[config.mk]
export PLATFORM = sky130hd
export DESIGN_NAME = alu_seq_ctrl_flat
export DESIGN_NICKNAME = d
export VERILOG_FILES = /design/src/rtl/alu_seq_ctrl_if.sv /design/src/rtl/alu_seq_ctrl.sv /design/src/flat_wrapper.sv
export SDC_FILE = /design/constraint.sdc
export NUM_CORES = 1
export LEC_CHECK = 0
export BUFFER_PORTS_ARGS = -buffer_cell sky130_fd_sc_hd__buf_4
export CAP_MARGIN = 20
export CORE_UTILIZATION = 30
export CTS_CLUSTER_DIAMETER = 200
export CTS_CLUSTER_SIZE = 10
export DETAILED_ROUTE_END_ITERATION = 8
export PLACE_DENSITY = 0.69
export SLEW_MARGIN = 20
export SYNTH_ARGS = -nofsm -noshare
export SYNTH_HDL_FRONTEND = slang
export SYNTH_SLANG_ARGS = --single-unit
[constraint.sdc]
create_clock -name clk -period 2.81 [get_ports clk]
set_input_delay 0.1405 -clock clk [delete_from_list [all_inputs] [get_ports clk]]
set_output_delay 0.1405 -clock clk [all_outputs]
set_load 0.01 [all_outputs]
[src/rtl/alu_seq_ctrl_if.sv]
// Bundle of the request, unit and response signals around the ALU sequencing controller.
// Both handshakes (req, rsp) transfer on a rising clk edge where valid && ready; valid holds until then.
interface alu_seq_ctrl_if;
  logic         req_valid;
  logic         req_ready;
  logic [3:0]   req_dtype;
  logic [4:0]   req_operator;
  logic [15:0]  req_src1;
  logic [15:0]  req_src2;
  logic [15:0]  unit_src1;
  logic [15:0]  unit_src2;
  logic [5:0]   unit_start;
  logic [5:0]   unit_done;
  logic [191:0] unit_res;
  logic         rsp_valid;
  logic         rsp_ready;
  logic [31:0]  rsp_res;
  logic [1:0]   rsp_err;

  modport slave (
    input  req_valid, req_dtype, req_operator, req_src1, req_src2,
    output req_ready,
    output unit_src1, unit_src2, unit_start,
    input  unit_done, unit_res,
    output rsp_valid, rsp_res, rsp_err,
    input  rsp_ready
  );

  modport master (
    output req_valid, req_dtype, req_operator, req_src1, req_src2,
    input  req_ready,
    input  unit_src1, unit_src2, unit_start,
    output unit_done, unit_res,
    input  rsp_valid, rsp_res, rsp_err,
    output rsp_ready
  );
endinterface

[src/rtl/alu_seq_ctrl.sv]
// Sequences one parsed calculator request through the selected arithmetic unit,
// with a done timeout, and hands a registered result/error to the response path.
module alu_seq_ctrl #(
  parameter int TIMEOUT_CYCLES = 64,
  parameter int CNT_W          = 7
) (
  input  logic               clk,
  input  logic               n_rst,
  alu_seq_ctrl_if.slave      bus,
  output logic               busy,
  output logic [1:0]         dbg_state
);

  typedef enum logic [1:0] {
    S_IDLE  = 2'd0,
    S_ISSUE = 2'd1,
    S_WAIT  = 2'd2,
    S_RESP  = 2'd3
  } state_e;

  localparam logic [CNT_W-1:0] CNT_LAST = CNT_W'(TIMEOUT_CYCLES - 1);

  state_e            state_q, state_d;
  logic [5:0]        sel_q, sel_d;
  logic [15:0]       src1_q, src1_d;
  logic [15:0]       src2_q, src2_d;
  logic [31:0]       res_q, res_d;
  logic [1:0]        err_q, err_d;
  logic [CNT_W-1:0]  cnt_q, cnt_d;

  logic [5:0]        dec_sel;
  logic              dec_illegal;
  logic              dec_div;
  logic [31:0]       sel_res;
  logic              sel_done;

  always_comb begin
    dec_sel = 6'b000000;
    if (bus.req_dtype == 4'd1 || bus.req_dtype == 4'd2) begin
      case (bus.req_operator)
        5'd1:    dec_sel = 6'b000001;
        5'd2:    dec_sel = 6'b000010;
        5'd3:    dec_sel = (bus.req_dtype == 4'd1) ? 6'b000100 : 6'b010000;
        5'd4:    dec_sel = (bus.req_dtype == 4'd1) ? 6'b001000 : 6'b100000;
        default: dec_sel = 6'b000000;
      endcase
    end
    dec_illegal = (dec_sel == 6'b000000);
    dec_div     = dec_sel[3] | dec_sel[5];
  end

  // sel_q is one-hot, so an OR of the masked slices is the result mux.
  always_comb begin
    sel_res = 32'd0;
    for (int i = 0; i < 6; i++) begin
      if (sel_q[i]) sel_res = sel_res | bus.unit_res[32*i +: 32];
    end
    sel_done = |(bus.unit_done & sel_q);
  end

  always_comb begin
    state_d = state_q;
    sel_d   = sel_q;
    src1_d  = src1_q;
    src2_d  = src2_q;
    res_d   = res_q;
    err_d   = err_q;
    cnt_d   = cnt_q;
    case (state_q)
      S_IDLE: begin
        if (bus.req_valid) begin
          src1_d = bus.req_src1;
          src2_d = bus.req_src2;
          sel_d  = dec_sel;
          if (dec_illegal) begin
            err_d   = 2'b01;
            res_d   = 32'd0;
            state_d = S_RESP;
          end else if (dec_div && bus.req_src2 == 16'd0) begin
            err_d   = 2'b10;
            res_d   = 32'd0;
            state_d = S_RESP;
          end else begin
            state_d = S_ISSUE;
          end
        end
      end
      S_ISSUE: begin
        cnt_d   = '0;
        state_d = S_WAIT;
      end
      S_WAIT: begin
        // Done is checked first so it wins over a simultaneous timeout.
        if (sel_done) begin
          res_d   = sel_res;
          err_d   = 2'b00;
          state_d = S_RESP;
        end else if (cnt_q == CNT_LAST) begin
          res_d   = 32'd0;
          err_d   = 2'b11;
          state_d = S_RESP;
        end else begin
          cnt_d = cnt_q + 1'b1;
        end
      end
      S_RESP: begin
        if (bus.rsp_ready) state_d = S_IDLE;
      end
      default: state_d = S_IDLE;
    endcase
  end

  always_ff @(posedge clk or negedge n_rst) begin
    if (!n_rst) begin
      state_q <= S_IDLE;
      sel_q   <= '0;
      src1_q  <= '0;
      src2_q  <= '0;
      res_q   <= '0;
      err_q   <= '0;
      cnt_q   <= '0;
    end else begin
      state_q <= state_d;
      sel_q   <= sel_d;
      src1_q  <= src1_d;
      src2_q  <= src2_d;
      res_q   <= res_d;
      err_q   <= err_d;
      cnt_q   <= cnt_d;
    end
  end

  // Start is decoded from the state so it falls with the asynchronous reset.
  assign bus.unit_start = (state_q == S_ISSUE) ? sel_q : 6'b000000;
  assign bus.req_ready  = (state_q == S_IDLE);
  assign bus.rsp_valid  = (state_q == S_RESP);
  assign bus.unit_src1  = src1_q;
  assign bus.unit_src2  = src2_q;
  assign bus.rsp_res    = res_q;
  assign bus.rsp_err    = err_q;
  assign busy           = (state_q != S_IDLE);
  assign dbg_state      = state_q;

endmodule

[src/flat_wrapper.sv]
// flat-port wrapper written by rule: the top's interface ports become plain ports
module alu_seq_ctrl_flat 
#(
  parameter int TIMEOUT_CYCLES = 64,
  parameter int CNT_W          = 7
)
  (clk, n_rst, busy, dbg_state, bus_req_valid, bus_req_dtype, bus_req_operator, bus_req_src1, bus_req_src2, bus_req_ready, bus_unit_src1, bus_unit_src2, bus_unit_start, bus_unit_done, bus_unit_res, bus_rsp_valid, bus_rsp_res, bus_rsp_err, bus_rsp_ready);
  alu_seq_ctrl_if bus_i ();
  input  logic clk;
  input  logic n_rst;
  output logic busy;
  output logic [1:0] dbg_state;
  input wire logic [$bits(bus_i.req_valid)-1:0] bus_req_valid;
  input wire logic [$bits(bus_i.req_dtype)-1:0] bus_req_dtype;
  input wire logic [$bits(bus_i.req_operator)-1:0] bus_req_operator;
  input wire logic [$bits(bus_i.req_src1)-1:0] bus_req_src1;
  input wire logic [$bits(bus_i.req_src2)-1:0] bus_req_src2;
  output wire logic [$bits(bus_i.req_ready)-1:0] bus_req_ready;
  output wire logic [$bits(bus_i.unit_src1)-1:0] bus_unit_src1;
  output wire logic [$bits(bus_i.unit_src2)-1:0] bus_unit_src2;
  output wire logic [$bits(bus_i.unit_start)-1:0] bus_unit_start;
  input wire logic [$bits(bus_i.unit_done)-1:0] bus_unit_done;
  input wire logic [$bits(bus_i.unit_res)-1:0] bus_unit_res;
  output wire logic [$bits(bus_i.rsp_valid)-1:0] bus_rsp_valid;
  output wire logic [$bits(bus_i.rsp_res)-1:0] bus_rsp_res;
  output wire logic [$bits(bus_i.rsp_err)-1:0] bus_rsp_err;
  input wire logic [$bits(bus_i.rsp_ready)-1:0] bus_rsp_ready;
  assign bus_i.req_valid = bus_req_valid;
  assign bus_i.req_dtype = bus_req_dtype;
  assign bus_i.req_operator = bus_req_operator;
  assign bus_i.req_src1 = bus_req_src1;
  assign bus_i.req_src2 = bus_req_src2;
  assign bus_req_ready = bus_i.req_ready;
  assign bus_unit_src1 = bus_i.unit_src1;
  assign bus_unit_src2 = bus_i.unit_src2;
  assign bus_unit_start = bus_i.unit_start;
  assign bus_i.unit_done = bus_unit_done;
  assign bus_i.unit_res = bus_unit_res;
  assign bus_rsp_valid = bus_i.rsp_valid;
  assign bus_rsp_res = bus_i.rsp_res;
  assign bus_rsp_err = bus_i.rsp_err;
  assign bus_i.rsp_ready = bus_rsp_ready;
  alu_seq_ctrl #(.TIMEOUT_CYCLES(TIMEOUT_CYCLES), .CNT_W(CNT_W)) u_core (.clk(clk), .n_rst(n_rst), .bus(bus_i), .busy(busy), .dbg_state(dbg_state));
endmodule
After elaboration in Yosys (flattened, before gate mapping)
Cells that the tools add are included.
{"block": "totals", "regBits": 81, "latch_bits": 0, "ram_bits": 0, "rom_bits": 0, "inputBits": 243, "output_inout_bits": 77, "word_cells": 76, "n_memories": 0}
{"block": "classes", "add_sub_neg": 1, "n_mul": 0, "div": 0, "magnitude_cmp": 0, "eq_ne": 16, "n_shift": 0, "n_mux": 32, "bitwise_logic": 7, "reduce_logical": 13}
{"op": "$mux 32", "n": 11}
{"op": "$or 32x32->32", "n": 5}
{"op": "$pmux 32 s2", "n": 1}
{"op": "$pmux 6 s4", "n": 1}
{"op": "$mux 2", "n": 10}
{"op": "$mux 6", "n": 3}
{"op": "$logic_not 16->1", "n": 1}
{"op": "$mux 7", "n": 2}
{"op": "$pmux 7 s2", "n": 1}
{"op": "$eq 5x2->1 const B", "n": 2}
{"op": "$pmux 2 s4", "n": 1}
{"op": "$add 7x1->7 const B", "n": 1}
{"op": "$eq 7x6->1 const B", "n": 1}
{"op": "$and 6x6->6", "n": 1}
{"op": "$logic_not 6->1", "n": 1}
{"op": "$ne 2x2->1 const B", "n": 3}
{"op": "$ne 3x1->1 const B", "n": 2}
{"op": "$reduce_and 3->1", "n": 2}
{"op": "$reduce_bool 2->1", "n": 3}
{"op": "$reduce_or 6->1", "n": 1}
{"op": "$eq 5x1->1 const B", "n": 1}
{"op": "$eq 5x3->1 const B", "n": 1}
{"op": "$mux 5", "n": 1}
{"op": "$eq 2x2->1 const B", "n": 2}
{"op": "other kinds (11)", "n": 11}

Logic depth before layout (Yosys ltp)
{"block": "depth", "depth_word": 13, "ltp_mapped": 8, "mapped_depth_nobuf": 6}

Worst setup path after synthesis
OpenSTA, ideal clock, no wires.
{"block": "synth_timing", "path_type": "register -> register", "startpoint": "reg u_core.state_q[0], in the netlist u_core.dbg_state[0]", "endpoint": "reg u_core.res_q[19], in the netlist u_core.bus.rsp_res[19]", "setup_time_ps": 122, "arrival_ps": 2016, "required_time_ps": 2688, "setup_slack_ps": 672, "stages_incl_launch_ff": 9, "n_path_buf": 3, "period_less_slack_ps": 2138, "cell_sequence": "dfrtp_1 -> inv_1 -> ha_1 -> clkbuf_1 -> nand2_1 -> or3_1 -> buf_6 -> buf_8 -> a32o_1"}
{"block": "synth_via", "elab_chain_cells": 3, "word_cells_on_any_way": 8, "cone_classes": "eq/ne (4); mux (1); reduce/logical (3)"}
{"item": "from (decl)", "line": "alu_seq_ctrl.sv:23", "source": "state_e state_q, state_d;"}
{"item": "from (signal assigned)", "line": "alu_seq_ctrl.sv:123", "source": "state_q <= state_d;"}
{"item": "$logic_not 2->1 *"}
{"item": "named net bus_req_ready", "line": "flat_wrapper.sv:18", "source": "output wire logic [$bits(bus_i.req_ready)-1:0] bus_req_ready;"}
{"item": "$ne 3x1->1 (no line) (tied with other cells)"}
{"item": "$reduce_and 4->1 (no line)"}
{"item": "to (signal assigned)", "line": "alu_seq_ctrl.sv:127", "source": "res_q <= res_d;"}
{"item": "to (decl)", "line": "alu_seq_ctrl.sv:27", "source": "logic [31:0] res_q, res_d;"}
Mark *: on every way through the listed nets, which the timed path passes. The rest lies on a longest branch.
A chain may end at the register's enable or synchronous reset.

Final worst setup path
{"block": "layout_timing", "startpoint": "reg u_core.cnt_q[0]", "endpoint": "reg u_core.res_q[2], in the netlist u_core.bus.rsp_res[2]"}
{"block": "layout_via", "elab_chain_cells": 3}
{"item": "from (decl)", "line": "alu_seq_ctrl.sv:29", "source": "logic [CNT_W-1:0] cnt_q, cnt_d;"}
{"item": "from (signal assigned)", "line": "alu_seq_ctrl.sv:129", "source": "cnt_q <= cnt_d;"}
{"item": "$eq 7x6->1", "line": "alu_seq_ctrl.sv:98", "source": "end else if (cnt_q == CNT_LAST) begin"}
{"item": "$ne 3x1->1 (no line)"}
{"item": "$reduce_and 4->1 (no line)"}
No other way between the ends.

==> results_dict.tcl <==
set metrics [dict create \
    run_status "finished clean" \
    die_h_um 124.5 \
    final-hold-violation-count 0 \
    drt-met1-wl_um 7597 \
    start_util 0.3087 \
    postRouteWirelength_um 18270 \
    timing.critical_path.to_type "flop" \
    holdPathStages 2 \
    timing.slew.headroom 0.5088 \
    clockRootBuffer "clkbuf_16" \
    worstSkewPairLatency_ns 0.33 \
    coreArea_um2 14590 \
    worstPathRequired_ns 3.03 \
    synth_cells 430 \
    cp_slowest_cell "dfrtp_1" \
    cts_max_path_buffers 2 \
    synthArstFlopShare 1.000 \
    synth_edf_count 0 \
    cp_slowest_stage_delay_ns 0.41 \
    synth_top_area_share 0.4501 \
    firstDrtPassIters 5 \
    die_x_um 124.5 \
    crit_buf_inv 1 \
    grt_max_degree 82 \
    critPathKind "flop to flop" \
    cts.htree.levels 3 \
    r2r_slack_ns 0.48 \
    leakage_nw 3.507 \
    drv_cap 0 \
    cts_resized 0 \
    clock_skew_ns 0.005387 \
    grt_pass1_wl_um 28380 \
    drc 0 \
    wire_per_inst_um 19.90 \
    io_pins 320 \
    drt_iter0_markers 395 \
    dr_wl_met2_um 9028 \
    clock.fmax_mhz 429.1 \
    r2r-start "u_core.cnt_q[0]$_DFFE_PN0P_" \
    grt_pass1_vias 5001 \
    crit_arrival_ns 2.55 \
    antenna_cells 0 \
    wl_met3_um 1254 \
    track_usage 0.2310 \
    area_growth_pct 62.71 \
    min_from "bus_req_operator[0]" \
    antenna_found_initial 0 \
    final_cell_mix "buf_4, a22oi_1, dfrtp_1" \
    synth_seq_cells 81 \
    timing.rr.end "u_core.bus.rsp_res[2]$_DFFE_PN0P_" \
    irDropWorstVdd_v 0.0006269 \
    synth_nets 678 \
    synth.largest_area_cell "dfrtp_1" \
    die-area_um2 15500 \
    rsz0062_at_grt "no" \
    top_layer "met4" \
    nFillCells 1355 \
    cp_top_family "simple AND/OR/NAND/NOR gates" \
    drive_gt1_frac 0.5204 \
    viasPerCell 5.463 \
    yosys-top-cells-area "dfrtp_1, a22oi_1, mux2_2" \
    seq_area_frac_synth 0.4501 \
    hp-class "input port to flop" \
    syn_area_um2 4503 \
    tightestPinTransition_ns 0.7368 \
    pwr_density_cell_nw_per_um2 623.8 \
    gp_congestion 0.9157 \
    min_to "u_core.sel_q[1]$_DFFE_PN0P_" \
    num_rows 44 \
    dpl.hpwl_um 13980 \
    io_buffers 319 \
    final_util 0.5022 \
    drtAntennaViolNets 0 \
    path_max_fanout 33 \
    syn_avg_cell_area_um2 10.47 \
    path_clk_slew_ns 0.06 \
    numCtsBuffers 9 \
    layout_commonest_cell "buf_4" \
    ys.flop_type "dfrtp_1" \
    dr_total_vias 5015 \
    cts_tree "done" \
    clock-sinks 81 \
    fin_crit_sh 0.8294 \
    slew_viol_final 0 \
    grt_overflow_total 0 \
    yosysWarnings 0 \
    finalSetupViolCount 0 \
    setup_tns_ns 0 \
    r2r_cells 7 \
    fin_nets 977 \
    cp-start-kind "flop" \
    synth.distinct_cells 41 \
    cp_cell_sequence "ha_1, nand3_1, o31ai_1, nor2_1, or3_1, buf_4, a32o_1" \
    fin_crit_ns 2.331 \
]
power breakdown:
group,internal [mW],leakage (nW),switching (mW)
combinational,0.961,2.31,0.810
clock,0.696,0.146,0.488
sequential,1.45,1.05,0.170
area by class of cell:
| cell class | instances | area, µm² | share of cell area |
|---|---|---|---|
| Clock buffer | 9 | 225.2 | 0.03074 |
| Clock inverter | 7 | 77.57 | 0.01059 |
| Inverter | 10 | 37.54 | 0.005123 |
| Multi-Input combinational cell | 297 | 2246 | 0.3065 |
| Sequential cell | 81 | 2027 | 0.2766 |
| Tap cell | 184 | 230.2 | 0.03142 |
| Timing Repair Buffer | 330 | 2484 | 0.3390 |
logic make-up (layout without fill, tap and decap cells):
| family | count (synthesis) | count (layout) | synth area share |
|---|---|---|---|
| AOI/OAI and AO/OA | 164 | 164 | 0.2881 |
| and+or+nand+nor | 93 | 93 | 0.1073 |
| DFF | 81 | 81 | 0.4501 |
| buffers and inverters | 52 | 356 | 0.05418 |
| muxes | 34 | 34 | 0.08447 |
| adders and majority gates | 5 | 5 | 0.01389 |
| xor gates and xnor gates | 1 | 1 | 0.001945 |
per-layer routing:
layer / global-route usage / vias to the layer above
met4: 0.06308 / 0
met5: 0 / -
li1: - / 2307
met1: 0.3028 / 2427
met2: 0.3825 / 252
met3: 0.04983 / 29
what timing repair did:
action	4_1_cts	5_1_grt
hold buffers	0	1
setup buffers	0	0
hold endpoints to repair	0	81
registers in the layout, indices dropped and copies added, names as in the netlist:
register              count
u_core.bus.unit_src2     16
u_core.cnt_q              7
u_core.sel_q              6
u_core.bus.rsp_res       32
u_core.dbg_state          2
u_core.bus.rsp_err        2
u_core.bus.unit_src1     16
worst max path at each step:
stage               cells past startpoint                       startpoint                            endpoint  slack, ns
CTS                                     7      u_core.cnt_q[0]$_DFFE_PN0P_  u_core.bus.rsp_res[23]$_DFFE_PN0P_       0.50
finish                                  7      u_core.cnt_q[0]$_DFFE_PN0P_   u_core.bus.rsp_res[2]$_DFFE_PN0P_       0.48
floorplan                               8  u_core.dbg_state[0]$_DFFE_PN0P_  u_core.bus.rsp_res[19]$_DFFE_PN0P_       0.67
global placement                        7      u_core.cnt_q[0]$_DFFE_PN0P_   u_core.bus.rsp_res[9]$_DFFE_PN0P_       0.61
global route                            7      u_core.cnt_q[0]$_DFFE_PN0P_   u_core.bus.rsp_res[2]$_DFFE_PN0P_       0.33
detailed placement                      7      u_core.cnt_q[0]$_DFFE_PN0P_  u_core.bus.rsp_res[20]$_DFFE_PN0P_       0.54
Yosys cell counts, types with 2 or more instances:
cell / number
nor3_1: 3
and2_1: 7
o22ai_1: 2
mux2i_1: 2
buf_1: 3
o31ai_1: 3
a32o_1: 32
dfrtp_1: 81
nor2_1: 9
buf_8: 3
inv_1: 10
a21o_1: 2
a21oi_1: 3
nor2b_1: 4
nand3_1: 42
o21ai_0: 9
o311ai_0: 2
nand4b_1: 3
o211ai_1: 2
mux2_2: 32
buf_2: 6
nand2_1: 13
or3_1: 3
nor4_1: 5
clkbuf_1: 29
a22oi_1: 99
o221ai_1: 3
ha_1: 5
through the flow:
stage	worst slack [ns]	hold slack, ns	cells	total power [mW]	area (µm²)
finish	0.4795	0.03318	918	4.571	7327
global route	0.3300	0.01822	918	4.825	7327
CTS	0.5031	0.01546	917	4.638	7313
detailed placement	0.5391	0.3755	901	3.420	7010
floorplan	0.6725	-0.1551	430	2.497	4503
global placement	0.6082	0.3656	901	3.363	7010
(Power assumes the default switching activity.)
